**config.mk**
```make
export PLATFORM = sky130hd
export DESIGN_NAME = passcode_lock_core_flat
export DESIGN_NICKNAME = d
export VERILOG_FILES = /design/src/rtl/passcode_lock_core_if.sv /design/src/rtl/passcode_lock_core.sv /design/src/flat_wrapper.sv
export SDC_FILE = /design/constraint.sdc
export NUM_CORES = 1
export LEC_CHECK = 0
export CORE_MARGIN = 3
export CORE_UTILIZATION = 55
export DETAILED_ROUTE_END_ITERATION = 7
export PLACE_DENSITY = 0.92
export REMOVE_ABC_BUFFERS = 1
export SYNTH_ARGS = -nofsm -noshare
export SYNTH_HDL_FRONTEND = slang
export SYNTH_SLANG_ARGS = --single-unit
```
**constraint.sdc**
```tcl
create_clock -name i_clk -period 4.6 [get_ports i_clk]
set_input_delay 0.69 -clock i_clk [delete_from_list [all_inputs] [get_ports i_clk]]
set_output_delay 0.69 -clock i_clk [all_outputs]
set_load 0.1 [all_outputs]
```
**src/rtl/passcode_lock_core_if.sv**
```systemverilog
// passcode_lock_core_if: keypad-side and status-side signals of passcode_lock_core.
//   i_digit_in     digit value, first digit ends up in the MS digit
//   i_digit_valid  accept i_digit_in this cycle
//   i_mode         1 = program, 0 = verify (only meaningful while unlocked)
//   i_clear        discard the partial entry
//   i_relock       leave the unlocked state
//   o_code_out     stored code
//   o_unlocked     high while unlocked
//   o_locked_out   high while in lockout
//   o_fail_pulse   1-cycle pulse on a failed verify
//   o_prog_done    1-cycle pulse when a new code is stored
//   o_digit_count  digits held in the entry buffer
// master = keypad/controller side, slave = the lock core.
interface passcode_lock_core_if #(
   parameter int unsigned DIGITS  = 3,
   parameter int unsigned DIGIT_W = 4
);
   localparam int unsigned CODE_W = DIGITS * DIGIT_W;
   localparam int unsigned CNT_W  = $clog2(DIGITS + 1);

   logic [DIGIT_W-1:0] i_digit_in;
   logic               i_digit_valid;
   logic               i_mode;
   logic               i_clear;
   logic               i_relock;
   logic [CODE_W-1:0]  o_code_out;
   logic               o_unlocked;
   logic               o_locked_out;
   logic               o_fail_pulse;
   logic               o_prog_done;
   logic [CNT_W-1:0]   o_digit_count;

   modport master (
      output i_digit_in, i_digit_valid, i_mode, i_clear, i_relock,
      input  o_code_out, o_unlocked, o_locked_out, o_fail_pulse, o_prog_done, o_digit_count
   );

   modport slave (
      input  i_digit_in, i_digit_valid, i_mode, i_clear, i_relock,
      output o_code_out, o_unlocked, o_locked_out, o_fail_pulse, o_prog_done, o_digit_count
   );
endinterface

```
**src/rtl/passcode_lock_core.sv**
```systemverilog
// passcode_lock_core: collects keypad digits, verifies complete entries against a stored
// DIGITS x DIGIT_W code, reprograms the code while unlocked, and enforces a lockout window
// after MAX_TRIES consecutive failed verifies.
//   i_clk    clock, rising edge
//   i_reset  synchronous active-high reset
//   io_bus   slave side of passcode_lock_core_if (digit input, controls, status outputs)
module passcode_lock_core #(
   parameter int unsigned                  DIGITS         = 3,
   parameter int unsigned                  DIGIT_W        = 4,
   parameter int unsigned                  MAX_TRIES      = 3,
   parameter int unsigned                  LOCKOUT_CYCLES = 16,
   parameter logic [DIGITS*DIGIT_W-1:0]    RESET_CODE     = '0
) (
   input  logic                  i_clk,
   input  logic                  i_reset,
   passcode_lock_core_if.slave   io_bus
);
   localparam int unsigned CODE_W = DIGITS * DIGIT_W;
   localparam int unsigned CNT_W  = $clog2(DIGITS + 1);
   localparam int unsigned FAIL_W = $clog2(MAX_TRIES + 1);
   localparam int unsigned TMR_W  = $clog2(LOCKOUT_CYCLES + 1);

   typedef enum logic [1:0] {StEntry, StUnlocked, StLockout} state_e;

   state_e              r_state;
   logic [CODE_W-1:0]   r_code;
   logic [CODE_W-1:0]   r_buf;
   logic [CNT_W-1:0]    r_cnt;
   logic [FAIL_W-1:0]   r_fails;
   logic [TMR_W-1:0]    r_timer;
   logic                r_fail_pulse;
   logic                r_prog_done;

   state_e              w_state_nxt;
   logic [CODE_W-1:0]   w_code_nxt;
   logic [CODE_W-1:0]   w_buf_nxt;
   logic [CNT_W-1:0]    w_cnt_nxt;
   logic [FAIL_W-1:0]   w_fails_nxt;
   logic [TMR_W-1:0]    w_timer_nxt;
   logic                w_fail_pulse_nxt;
   logic                w_prog_done_nxt;

   logic [CODE_W-1:0]   w_buf_shift;
   logic [FAIL_W-1:0]   w_fails_inc;
   logic                w_complete;

   // New digit enters at the LS end, so the first digit typed ends up most significant.
   assign w_buf_shift = (r_buf << DIGIT_W) | CODE_W'(io_bus.i_digit_in);
   assign w_fails_inc = r_fails + FAIL_W'(1);
   // The accepted digit this cycle would be the last one of the code.
   assign w_complete  = (r_cnt == CNT_W'(DIGITS - 1));

   always_comb begin
      w_state_nxt      = r_state;
      w_code_nxt       = r_code;
      w_buf_nxt        = r_buf;
      w_cnt_nxt        = r_cnt;
      w_fails_nxt      = r_fails;
      w_timer_nxt      = r_timer;
      w_fail_pulse_nxt = 1'b0;
      w_prog_done_nxt  = 1'b0;

      unique case (r_state)
         StEntry: begin
            if (io_bus.i_clear) begin
               w_buf_nxt = '0;
               w_cnt_nxt = '0;
            end else if (io_bus.i_digit_valid) begin
               if (w_complete) begin
                  w_buf_nxt = '0;
                  w_cnt_nxt = '0;
                  if (w_buf_shift == r_code) begin
                     w_state_nxt = StUnlocked;
                     w_fails_nxt = '0;
                  end else begin
                     w_fail_pulse_nxt = 1'b1;
                     w_fails_nxt      = w_fails_inc;
                     if (w_fails_inc == FAIL_W'(MAX_TRIES)) begin
                        w_state_nxt = StLockout;
                        w_timer_nxt = TMR_W'(LOCKOUT_CYCLES);
                     end
                  end
               end else begin
                  w_buf_nxt = w_buf_shift;
                  w_cnt_nxt = r_cnt + CNT_W'(1);
               end
            end
         end

         StUnlocked: begin
            if (io_bus.i_relock) begin
               w_state_nxt = StEntry;
               w_buf_nxt   = '0;
               w_cnt_nxt   = '0;
            end else if (io_bus.i_clear) begin
               w_buf_nxt = '0;
               w_cnt_nxt = '0;
            end else if (io_bus.i_digit_valid) begin
               if (!io_bus.i_mode) begin
                  // Verify-mode digit while unlocked: dropped, and any partial program
                  // entry is abandoned.
                  w_buf_nxt = '0;
                  w_cnt_nxt = '0;
               end else if (w_complete) begin
                  w_code_nxt      = w_buf_shift;
                  w_prog_done_nxt = 1'b1;
                  w_state_nxt     = StEntry;
                  w_buf_nxt       = '0;
                  w_cnt_nxt       = '0;
               end else begin
                  w_buf_nxt = w_buf_shift;
                  w_cnt_nxt = r_cnt + CNT_W'(1);
               end
            end
         end

         StLockout: begin
            // All keypad inputs are ignored; only the timer runs.
            w_timer_nxt = r_timer - TMR_W'(1);
            if (r_timer == TMR_W'(1)) begin
               w_state_nxt = StEntry;
               w_fails_nxt = '0;
            end
         end

         default: begin
            w_state_nxt = StEntry;
         end
      endcase
   end

   always_ff @(posedge i_clk) begin
      if (i_reset) begin
         r_state      <= StEntry;
         r_code       <= RESET_CODE;
         r_buf        <= '0;
         r_cnt        <= '0;
         r_fails      <= '0;
         r_timer      <= '0;
         r_fail_pulse <= 1'b0;
         r_prog_done  <= 1'b0;
      end else begin
         r_state      <= w_state_nxt;
         r_code       <= w_code_nxt;
         r_buf        <= w_buf_nxt;
         r_cnt        <= w_cnt_nxt;
         r_fails      <= w_fails_nxt;
         r_timer      <= w_timer_nxt;
         r_fail_pulse <= w_fail_pulse_nxt;
         r_prog_done  <= w_prog_done_nxt;
      end
   end

   assign io_bus.o_code_out    = r_code;
   assign io_bus.o_unlocked    = (r_state == StUnlocked);
   assign io_bus.o_locked_out  = (r_state == StLockout);
   assign io_bus.o_fail_pulse  = r_fail_pulse;
   assign io_bus.o_prog_done   = r_prog_done;
   assign io_bus.o_digit_count = r_cnt;
endmodule
```
**src/flat_wrapper.sv**
```systemverilog
// flat-port wrapper written by rule: the top's interface ports become plain ports
module passcode_lock_core_flat 
#(
   parameter int unsigned                  DIGITS         = 3,
   parameter int unsigned                  DIGIT_W        = 4,
   parameter int unsigned                  MAX_TRIES      = 3,
   parameter int unsigned                  LOCKOUT_CYCLES = 16,
   parameter logic [DIGITS*DIGIT_W-1:0]    RESET_CODE     = '0
)
  (i_clk, i_reset, io_bus_i_digit_in, io_bus_i_digit_valid, io_bus_i_mode, io_bus_i_clear, io_bus_i_relock, io_bus_o_code_out, io_bus_o_unlocked, io_bus_o_locked_out, io_bus_o_fail_pulse, io_bus_o_prog_done, io_bus_o_digit_count);
  passcode_lock_core_if #(.DIGITS(DIGITS), .DIGIT_W(DIGIT_W)) io_bus_i ();
  input  logic i_clk;
  input  logic i_reset;
  input wire logic [$bits(io_bus_i.i_digit_in)-1:0] io_bus_i_digit_in;
  input wire logic [$bits(io_bus_i.i_digit_valid)-1:0] io_bus_i_digit_valid;
  input wire logic [$bits(io_bus_i.i_mode)-1:0] io_bus_i_mode;
  input wire logic [$bits(io_bus_i.i_clear)-1:0] io_bus_i_clear;
  input wire logic [$bits(io_bus_i.i_relock)-1:0] io_bus_i_relock;
  output wire logic [$bits(io_bus_i.o_code_out)-1:0] io_bus_o_code_out;
  output wire logic [$bits(io_bus_i.o_unlocked)-1:0] io_bus_o_unlocked;
  output wire logic [$bits(io_bus_i.o_locked_out)-1:0] io_bus_o_locked_out;
  output wire logic [$bits(io_bus_i.o_fail_pulse)-1:0] io_bus_o_fail_pulse;
  output wire logic [$bits(io_bus_i.o_prog_done)-1:0] io_bus_o_prog_done;
  output wire logic [$bits(io_bus_i.o_digit_count)-1:0] io_bus_o_digit_count;
  assign io_bus_i.i_digit_in = io_bus_i_digit_in;
  assign io_bus_i.i_digit_valid = io_bus_i_digit_valid;
  assign io_bus_i.i_mode = io_bus_i_mode;
  assign io_bus_i.i_clear = io_bus_i_clear;
  assign io_bus_i.i_relock = io_bus_i_relock;
  assign io_bus_o_code_out = io_bus_i.o_code_out;
  assign io_bus_o_unlocked = io_bus_i.o_unlocked;
  assign io_bus_o_locked_out = io_bus_i.o_locked_out;
  assign io_bus_o_fail_pulse = io_bus_i.o_fail_pulse;
  assign io_bus_o_prog_done = io_bus_i.o_prog_done;
  assign io_bus_o_digit_count = io_bus_i.o_digit_count;
  passcode_lock_core #(.DIGITS(DIGITS), .DIGIT_W(DIGIT_W), .MAX_TRIES(MAX_TRIES), .LOCKOUT_CYCLES(LOCKOUT_CYCLES), .RESET_CODE(RESET_CODE)) u_core (.i_clk(i_clk), .i_reset(i_reset), .io_bus(io_bus_i));
endmodule
```
---- Yosys cells after proc, flatten, opt, wreduce, memory -nomap -nowiden ----
Index checks and enable logic that the tools add are counted.
W data, S select, Z words.
word-level totals
  output and inout bits ................... 18
  input bits .............................. 10
  register bits after elaboration ......... 33
  word-level logic and storage cells ...... 89
cells by class
  add/sub/neg operators ................... 3
  bitwise operators ....................... 8
  reduce and logical (&&, ||, !) cells .... 10
  eq/ne operators ......................... 19
  muxes and demuxes ....................... 41
operators by type and width
  cell                   count
  $mux W8                7
  $mux W2                22
  $mux W5                5
  $pmux W8 S2            1
  $eq A12 B12 Y1         1
  $ne A3 B3 Y1 const B   4
  $or A12 B4 Y12         1
  $reduce_and A6 Y1      2
  $pmux W5 S2            1
  $reduce_and A9 Y1      1
  $pmux W2 S2            2
  $not A1 Y1             7
  $eq A2 B2 Y1 const B   3
  $ne A2 B1 Y1 const B   3
  $ne A2 B2 Y1 const B   3
  $pmux W2 S3            1
  $reduce_or A6 Y1       1
  $eq A5 B1 Y1 const B   1
  $reduce_and A5 Y1      1
  $reduce_or A5 Y1       1
  $sub A5 B1 Y5 const B  1
  $add A2 B1 Y2 const B  2
  $ne A4 B4 Y1 const B   1
  $reduce_bool A2 Y1     2
  6 further kinds        7

---- Depth between registers and ports, before layout ----
Gate-level depths: netlist (run 1).
  depth after elaboration ................. 8
  mapped depth ............................ 6
  gate-level depth less buffers ........... 6

---- Least setup slack after synthesis (run 1) ----
No wires, ideal clock.
  kind .................................... flip-flop to flip-flop
  start ................................... reg u_core.r_state[0]
  end ..................................... reg u_core.r_code[1], in the netlist u_core.io_bus.o_code_out[1]
  library setup time ...................... 0.128 ns
  data arrival time ....................... 2.579 ns
  required time ........................... 4.472 ns
  stages on the path, launching flop included .. 7
  setup slack ............................. 1.893 ns
  buffers on the path ..................... 1
  clock period less this slack ............ 2.707 ns
  cells stage by stage .................... dfxtp_1 nor2b_1 nor2b_1 nand2_2 buf_6 mux2i_1 nor2_1
between the ends
  cells in the longest elaborated chain, start to end .. 2
RTL lines
  item                                RTL line                   source
  from (decl)                         passcode_lock_core.sv:25   state_e r_state;
  from (signal assigned)              passcode_lock_core.sv:134  r_state <= StEntry;
  from (signal assigned)              passcode_lock_core.sv:143  r_state <= w_state_nxt;
  $eq A2 B1 Y1                        --
  named net io_bus_o_unlocked         flat_wrapper.sv:20         output wire logic [$bits(io_bus_i.o_unlocked)-1:0] io_bus_o_unlocked;
  $reduce_and A6 Y1 (no source line)  --
  to (signal assigned)                passcode_lock_core.sv:144  r_code <= w_code_nxt;
  to (decl)                           passcode_lock_core.sv:26   logic [CODE_W-1:0] r_code;
The timed path passes the listed nets, and every way through them passes these cells.
A chain may end at the register's enable or synchronous reset.

---- Worst setup path after layout (run 1) ----
  start ................................... reg u_core.r_state[1]
  end ..................................... out io_bus_o_locked_out
between the ends
  cells in the longest elaborated chain, start to end .. 1
RTL lines
  item          RTL line                   source
  $eq A2 B2 Y1  passcode_lock_core.sv:156  assign io_bus.o_locked_out = (r_state == StLockout);
  to (decl)     flat_wrapper.sv:21         output wire logic [$bits(io_bus_i.o_locked_out)-1:0] io_bus_o_locked_out;
No other way between the ends.

==> results.sh, run 1 <==
export IMPL_cp_end_kind="output port"
export IMPL_power_leakage_nw=0.833
export IMPL_ant_nets=0
export IMPL_cp_arrival_ps=2600
export IMPL_ios=28
export IMPL_crit_end="io_bus_o_locked_out"
export IMPL_grt_pass1_vias=1173
export IMPL_cp_num_buf_inv=1
export IMPL_synth_fa_ha_area_frac=0.0242
export IMPL_synth_area_um2=1550
export IMPL_layout_min_cycle_time_ps=3290
export IMPL_dieArea_um2=3500
export IMPL_path_clk_slew_ps=100
export IMPL_fmax_mhz=304
export IMPL_cp_max_fo=9
export IMPL_synth_edff_count=0
export IMPL_dp_cells=209
export IMPL_crit_cells=2
export IMPL_synth_area_top_cells="dfxtp_1 (43%), mux2i_1 (7.7%), nor2_1 (6.8%)"
export IMPL_drc=0
export IMPL_grt_busiest_layer="met2"
export IMPL_post_cts_resized=0
export IMPL_fin_crit_sh=0.716
export IMPL_synth_top_family_by_area="simple AND/OR/NAND/NOR gates"
export IMPL_num_rows=18
export IMPL_overflow=0
export IMPL_hold_buffers=0
export IMPL_fin_setup_tns_ps=0
export IMPL_synth_compound_gate_area_share=0.163
export IMPL_drv_cap=0
export IMPL_avgSynthCellArea_um2=9.83
export IMPL_synthArstFlopShare=0
export IMPL_path_cells="nor2b_1, clkdlybuf4s50_1"
export IMPL_use_met3=0.0414
export IMPL_r2r_start="u_core.r_state[0]"
export IMPL_p_per_area_nw_per_um2=273
export IMPL_dr_first_iter_drc_count=41
export IMPL_hold_viol=0
export IMPL_antenna_found_initial=0
export IMPL_switchingPower_mw=0.123
export IMPL_status="finished, final reports clean"
export IMPL_ys_ff_latch=33
export IMPL_htreeDepth=2
export IMPL_cpMaxStageDelayCell="clkdlybuf4s50_1"
export IMPL_instances_no_fill=217
export IMPL_grt_usage=0.198
export IMPL_die_h_um=59.1
export IMPL_fp_dieW_um=59.1
export IMPL_drv_slew=0
export IMPL_n_antenna_cell=0
export IMPL_synth_simple_gate_area_frac=0.193
export IMPL_synth_mux_area_fraction=0.0774
export IMPL_cts_setup_buffers=0
export IMPL_cp_startpoint="u_core.r_state[1]"
export IMPL_yosys_warnings=0
export IMPL_grt_pass1_wl_mm=5.27
export IMPL_cp_required_ps=3910
export IMPL_via_per_inst=5.55
export IMPL_critPathTopFamily="buffers and inverters"
export IMPL_grt_setup_unrepaired="false"
export IMPL_io_buffer_count=27
export IMPL_dr_pass1_iters=4
export IMPL_reg2reg_depth=5
export IMPL_slew_headroom=0.236
export IMPL_core_area_um2=2590
export IMPL_finalSetupViolCount=0
export IMPL_critical_path_max_stage_delay_ps=1240
export IMPL_rrSetupSlack_ps=2880
export IMPL_hold_class="reg2reg"
export IMPL_vias=1204
export IMPL_cts_tree="built"
export IMPL_yosys_area_top_type_share=0.425
export IMPL_syn_inst=158
export IMPL_synth_ff_type="dfxtp_1"
export IMPL_ir_drop_uv=337
export IMPL_gr_usage_met1=0.238
export IMPL_seqPwrFrac=0.564
export IMPL_grtUsageMet2=0.344
export IMPL_cts_root_buf="clkbuf_4"
export IMPL_totalWireLength_mm=3.17
export IMPL_tightest_slew_ps=1140
export IMPL_worstSetupPathType="reg2out"
export IMPL_r2r_end="u_core.io_bus.o_code_out[4]"
export IMPL_finalClockSkew_ps=10.9
export IMPL_nets=199
export IMPL_wl_per_cell_um=14.6
export IMPL_pwr_share_comb=0.074
export IMPL_cts_buffer_depth=2
export IMPL_ys_types=40
export IMPL_clk_latency_ps=340
export IMPL_p_sw_frac=0.238
export IMPL_syn_to_final_growth_pct=21.6
export IMPL_synth_xor_area_share=0.0733
export IMPL_yosysSeqAreaShare=0.425
export IMPL_grt_start_max_net_pins=33
export IMPL_power_frac_clock=0.362
export IMPL_cts_sinks=33
export IMPL_crit_path_start_kind="flip-flop"
export IMPL_gp_congestion=0.791
export IMPL_start_util=0.600
export IMPL_yosysTopAreaCell="dfxtp_1"
export IMPL_intPower_mw=0.392
export IMPL_numCtsBuffers=5
export IMPL_final_cell_mix="dfxtp_1 (33), nor2_1 (28), clkdlybuf4s50_1 (27)"
export IMPL_dpl_hpwl_mm=2.26
export IMPL_final_common_cell="dfxtp_1"
export IMPL_drive_gt1_frac=0.107
-- synthesized netlist by cell type, types with 2 or more instances --
library cell	number
nand2_1	8
nor4_2	2
nand2b_1	2
mux2i_1	12
clkbuf_1	3
xor2_1	12
nor2_1	28
ha_1	3
nand3_1	2
inv_1	7
a21oi_1	5
dfxtp_1	33
nor3_1	3
nor2b_1	3
nand4_1	2
a22oi_1	9
-- layout make-up --
type / count / area, µm²
clock buffer: 7 / 65.1
inverter: 7 / 26.3
sequential: 33 / 661
clock inverter: 1 / 5.00
tap: 30 / 37.5
fill: 177 / 702
timing repair buffer: 27 / 270
multi-input combinational: 112 / 823
-- stage by stage --
| step | hold slack [ps] | setup WS, ps | cell area [µm²] | util | power, mW |
|---|---|---|---|---|---|
| 6_report | 503 | 1310 | 1890 | 0.729 | 0.515 |
| 3_5_place_dp | 486 | 1670 | 1820 | 0.702 | 0.335 |
| 2_1_floorplan | 445 | 1800 | 1510 | - | 0.316 |
| 4_1_cts | 506 | 1290 | 1890 | 0.729 | 0.517 |
| 3_3_place_gp | 455 | 1700 | 1820 | 0.702 | 0.333 |
| 5_1_grt | 532 | 1140 | 1890 | 0.729 | 0.531 |
-- metal layers --
layer	routed length [µm]	share of wire
met1	1390	0.44
met2	1580	0.50
met5	0	0
met4	51	0.016
met3	147	0.046
-- how the worst min path moves through the flow --
stage	start	cells past startpoint	to
3_5_place_dp	u_core.r_timer[4]	1	u_core.r_timer[4]
4_1_cts	u_core.r_fails[0]	1	u_core.r_fails[0]
2_1_floorplan	u_core.r_fails[0]	1	u_core.r_fails[0]
5_1_grt	u_core.r_fails[0]	1	u_core.r_fails[0]
6_report	u_core.r_timer[4]	1	u_core.r_timer[4]
3_3_place_gp	u_core.r_fails[0]	1	u_core.r_fails[0]
-- worst reg2reg max path: cells and delay by family, from the launching register on --
kind,cells,cell delay [ps]
AND/OR/NAND/NOR,4,800
multiplexers,1,290
flip-flops,1,480
-- kinds of logic (layout without fill, tap and decap cells) --
logic type | Yosys count | in the layout
AND/OR/NAND/NOR | 57 | 57
AO/OA/AOI/OAI | 27 | 27
buffers and inverters | 13 | 42
flip-flops | 33 | 33
adder cells (fa/ha/maj) | 3 | 3
multiplexers | 12 | 12
XOR/XNOR | 13 | 13
-- registers in the layout, indices dropped and copies added, names as in the netlist --
register,count
u_core.io_bus.o_code_out,12
u_core.r_buf,8
u_core.r_fails,2
u_core.io_bus.o_prog_done,1
u_core.io_bus.o_digit_count,2
u_core.r_state,2
u_core.io_bus.o_fail_pulse,1
u_core.r_timer,5
-- power groups by stage --
stage          combinational, mW  sequential, mW  clock, mW
6_report                  0.0379           0.290      0.186
5_1_grt                   0.0405           0.291      0.200
4_1_cts                   0.0380           0.290      0.188
3_5_place_dp              0.0377           0.297          0
3_3_place_gp              0.0367           0.297          0
2_1_floorplan             0.0156           0.300          0
No activity file was read; power rests on OpenSTA's default activity.
==> run 2, diff against run 1 <==
- CORE_UTILIZATION: 55 -> 46
- PLACE_DENSITY: 0.92 -> 0.83
- clock period: 4.6 -> 2.93 ns (I/O delays scaled with it)
==> results.sh, run 2 (synthesis gave the netlist of run 1 again) <==
export IMPL_vias=1251
export IMPL_path_cells="nor2b_1, buf_4, buf_4"
export IMPL_slew_headroom=0.659
export IMPL_hold_buffers=0
export IMPL_instances_no_fill=233
export IMPL_n_antenna_cell=0
export IMPL_cts_root_buf="clkbuf_4"
export IMPL_fmax_mhz=515
export IMPL_grt_setup_unrepaired="false"
export IMPL_start_util=0.496
export IMPL_power_frac_clock=0.323
export IMPL_grt_pass1_vias=1207
export IMPL_drv_slew=0
export IMPL_ios=28
export IMPL_cp_max_fo=9
export IMPL_core_area_um2=3130
export IMPL_nets=201
export IMPL_intPower_mw=0.567
export IMPL_dr_first_iter_drc_count=122
export IMPL_post_cts_resized=0
export IMPL_final_cell_mix="dfxtp_1 (33), nor2_1 (28), buf_4 (20)"
export IMPL_numCtsBuffers=5
export IMPL_dpl_hpwl_mm=2.43
export IMPL_finalWorstSetupSlack_ps=987
export IMPL_overflow=0
export IMPL_drive_gt1_frac=0.212
export IMPL_drv_cap=0
export IMPL_power_leakage_nw=0.870
export IMPL_placedInstanceArea_um2=1810
export IMPL_die_h_um=64.1
export IMPL_drc=0
export IMPL_fin_setup_tns_ps=0
export IMPL_p_per_area_nw_per_um2=410
export IMPL_pwr_share_comb=0.080
export IMPL_cp_end_kind="output port"
export IMPL_htreeDepth=2
export IMPL_cp_arrival_ps=1500
export IMPL_final_common_cell="dfxtp_1"
export IMPL_cts_tree="built"
export IMPL_totalWireLength_mm=3.32
export IMPL_layout_min_cycle_time_ps=1940
export IMPL_ir_drop_uv=257
export IMPL_grt_usage=0.178
export IMPL_p_sw_frac=0.257
export IMPL_fp_dieW_um=64.1
export IMPL_crit_top_cell="buf_4"
export IMPL_grt_pass1_wl_mm=5.75
export IMPL_syn_to_final_growth_pct=19.8
export IMPL_dr_pass1_iters=4
export IMPL_fin_crit_sh=0.663
export IMPL_dieArea_um2=4110
export IMPL_power_mw=0.764
export IMPL_cts_setup_buffers=0
export IMPL_status="finished, final reports clean"
export IMPL_critPathTopFamily="flip-flops"
export IMPL_cts_buffer_depth=2
export IMPL_num_rows=20
export IMPL_path_clk_slew_ps=100
export IMPL_io_buffer_count=27
export IMPL_post_place_ws_ps=697
export IMPL_clk_latency_ps=340
export IMPL_critical_path_max_stage_delay_ps=530
export IMPL_grt_start_max_net_pins=22
export IMPL_via_per_inst=5.37
export IMPL_cpMaxStageDelayCell="dfxtp_1"
export IMPL_finalInstanceArea_um2=1860
export IMPL_finalClockSkew_ps=10.2
export IMPL_seqPwrFrac=0.597
export IMPL_cp_num_buf_inv=2
export IMPL_hold_viol=0
export IMPL_crit_path_start_kind="flip-flop"
export IMPL_ant_nets=0
export IMPL_antenna_found_initial=0
export IMPL_dp_cells=225
export IMPL_cp_required_ps=2490
export IMPL_wl_per_cell_um=14.3
export IMPL_worstSetupPathType="reg2out"
export IMPL_gp_congestion=0.827
export IMPL_switchingPower_mw=0.196
export IMPL_tightest_slew_ps=509
export IMPL_largest_register_ff_count=12
export IMPL_hold_class="reg2reg"
export IMPL_finalSetupViolCount=0
export IMPL_cts_sinks=33
run 2: changes by cell type in the layout (fill, tap and decap cells not counted):
cell             change
clkinv_2             +1
clkbuf_8             -2
clkdlybuf4s50_1     -18
clkinvlp_4           +1
buf_4               +20
run 2: final cells by class:
class | count | area [µm²]
Clock buffer | 5 | 37.5
Clock inverter | 3 | 17.5
Multi-Input combinational cell | 112 | 823
Fill cell | 256 | 1270
Tap cell | 44 | 55.1
Timing Repair Buffer | 29 | 240
Inverter | 7 | 26.3
Sequential cell | 33 | 661
run 2: metrics by stage:
stage | hold slack (ps) | util
6_report | 477 | 0.595
5_1_grt | 518 | 0.595
4_1_cts | 483 | 0.595
3_5_place_dp | 468 | 0.577
3_3_place_gp | 458 | 0.577
2_1_floorplan | 445 | -
run 2: path summary, 6_finish.rpt:
kind	startpoint	slack, ps	cells after the start	endpoint
worst max-delay path	u_core.r_state[1]	990	3	io_bus_o_locked_out
worst min-delay path	u_core.r_fails[0]	480	1	u_core.r_fails[0]
worst max register to register	u_core.r_state[0]	1290	5	u_core.io_bus.o_code_out[0]
worst min register to register	u_core.r_fails[0]	480	1	u_core.r_fails[0]
run 2: power groups by stage:
stage                     combinational, mW  clock, mW  sequential [mW]
after floorplan                      0.0245          0            0.472
after global placement               0.0589          0            0.466
after detailed placement             0.0606          0            0.466
after CTS                            0.0611      0.254            0.456
after global routing                 0.0662      0.278            0.457
final                                0.0614      0.247            0.456
run 2: metal layers:
layer  GRT usage  routed length, µm  vias to the layer above
met5           0                  0                        -
met4      0.0554                 30                        0
met3      0.0527                192                        5
li1            -                  -                      613
met2       0.305               1700                       35
met1       0.214               1400                      598
==> run 3, diff against run 2 <==
- clock period: 2.93 -> 1.6 ns (I/O delays scaled with it)
==> results.sh, run 3 (synthesis gave the netlist of run 1 again) <==
export IMPL_grt_start_max_net_pins=24
export IMPL_num_rows=20
export IMPL_grt_usage=0.197
export IMPL_wl_per_cell_um=15.3
export IMPL_dpl_hpwl_mm=2.78
export IMPL_overflow=0
export IMPL_grt_setup_unrepaired="true"
export IMPL_final_cell_mix="nor2_1 (28), buf_4 (28), dfxtp_1 (28)"
export IMPL_ir_drop_uv=516
export IMPL_hold_viol=0
export IMPL_finalWorstSetupSlack_ps=14.9
export IMPL_ios=28
export IMPL_fin_crit_sh=0.991
export IMPL_fp_dieW_um=64.1
export IMPL_ant_nets=0
export IMPL_die_h_um=64.1
export IMPL_cp_arrival_ps=1860
export IMPL_status="finished, final reports clean"
export IMPL_cp_end_kind="flip-flop"
export IMPL_slew_headroom=0.773
export IMPL_r2r_start="u_core.io_bus.o_code_out[0]"
export IMPL_core_area_um2=3130
export IMPL_hold_buffers=0
export IMPL_drv_slew=0
export IMPL_syn_to_final_growth_pct=52.1
export IMPL_dr_first_iter_drc_count=113
export IMPL_via_per_inst=5.39
export IMPL_gp_congestion=0.800
export IMPL_reg2reg_depth=6
export IMPL_finalClockSkew_ps=13.4
export IMPL_numCtsBuffers=5
export IMPL_nets=230
export IMPL_fmax_mhz=631
export IMPL_cts_tree="built"
export IMPL_r2r_end="u_core.r_timer[0]"
export IMPL_cts_sinks=33
export IMPL_hold_class="in2reg"
export IMPL_n_antenna_cell=0
export IMPL_totalWireLength_mm=4.00
export IMPL_rrSetupSlack_ps=20
export IMPL_path_clk_slew_ps=100
export IMPL_cp_startpoint="io_bus_i_digit_in[3]"
export IMPL_finalInstanceArea_um2=2360
export IMPL_tightest_slew_ps=338
export IMPL_largest_register_ff_count=12
export IMPL_p_per_area_nw_per_um2=602
export IMPL_dp_cells=251
export IMPL_io_buffer_count=27
export IMPL_cp_required_ps=1880
export IMPL_grt_pass1_vias=1444
export IMPL_finish_utilization=0.755
export IMPL_placedInstanceArea_um2=2240
export IMPL_clk_latency_ps=340
export IMPL_worstSetupPathType="in2reg"
export IMPL_crit_path_start_kind="primary input"
export IMPL_post_place_ws_ps=-338
export IMPL_vias=1412
export IMPL_antenna_found_initial=0
export IMPL_cp_max_fo=5
export IMPL_grt_pass1_wl_mm=6.35
export IMPL_cts_buffer_depth=2
export IMPL_fin_setup_tns_ps=0
export IMPL_dieArea_um2=4110
export IMPL_fill_cells=201
export IMPL_instances_no_fill=262
export IMPL_drc=0
export IMPL_layout_min_cycle_time_ps=1590
export IMPL_cts_root_buf="clkbuf_4"
export IMPL_drv_cap=0
export IMPL_start_util=0.496
export IMPL_drive_gt1_frac=0.349
export IMPL_crit_end="u_core.r_timer[0]"
export IMPL_power_leakage_nw=1.09
export IMPL_dr_pass1_iters=5
export IMPL_htreeDepth=2
export IMPL_finalSetupViolCount=0
export IMPL_whs_path_depth=4
run 3: per-layer routing:
layer  up-vias  share of wire  GRT usage
met2        54           0.53      0.335
met1       680           0.40      0.218
met3         8          0.054     0.0598
met4         0          0.019      0.103
li1        670              -          -
met5         -              0          0
run 3: worst min-delay path by stage:
stage                    startpoint                          end  slack, ps
2_1_floorplan               i_reset            u_core.r_timer[2]        310
4_1_cts           u_core.r_fails[0]            u_core.r_fails[0]        490
6_report       io_bus_i_digit_in[0]              u_core.r_buf[0]        390
3_3_place_gp      u_core.r_fails[0]            u_core.r_fails[0]        460
5_1_grt        io_bus_i_digit_in[0]  u_core.io_bus.o_code_out[0]        410
3_5_place_dp      u_core.r_fails[0]            u_core.r_fails[0]        480
run 3: layout make-up:
cell class	instances	area, µm²	area share
Clock buffer	6	41.3	0.0175
Sequential cell	33	677	0.287
Multi-Input combinational cell	112	846	0.358
Inverter	7	26.3	0.0111
Timing Repair Buffer	58	706	0.299
Clock inverter	2	10.0	0.00424
Tap cell	44	55.1	0.0233
run 3: critical path, cell delays in order:
cell and delay [ps]:
clkdlybuf4s50_1 450, xor2_1 170, nor4_2 340, nand3_2 150, buf_6 160, o211ai_1 180
o211a_1 170
run 3: power breakdown:
part           total, mW  internal, mW  switching [mW]
clock network      0.452         0.167           0.285
logic              0.143        0.0685          0.0740
registers          0.826         0.820         0.00561
run 3: per-stage QoR:
step / total power, mW / hold slack [ps]
floorplan: 0.909 / 308
global placement: 0.983 / 456
detailed placement: 0.988 / 478
CTS: 1.43 / 493
global route: 1.48 / 405
finish: 1.42 / 393
run 3: timing repair:
item / CTS / global route
pin swaps: 2 / 5
resized for setup: 5 / 11
endpoints found under the setup margin: 4 / 18
setup buffers: 2 / 1
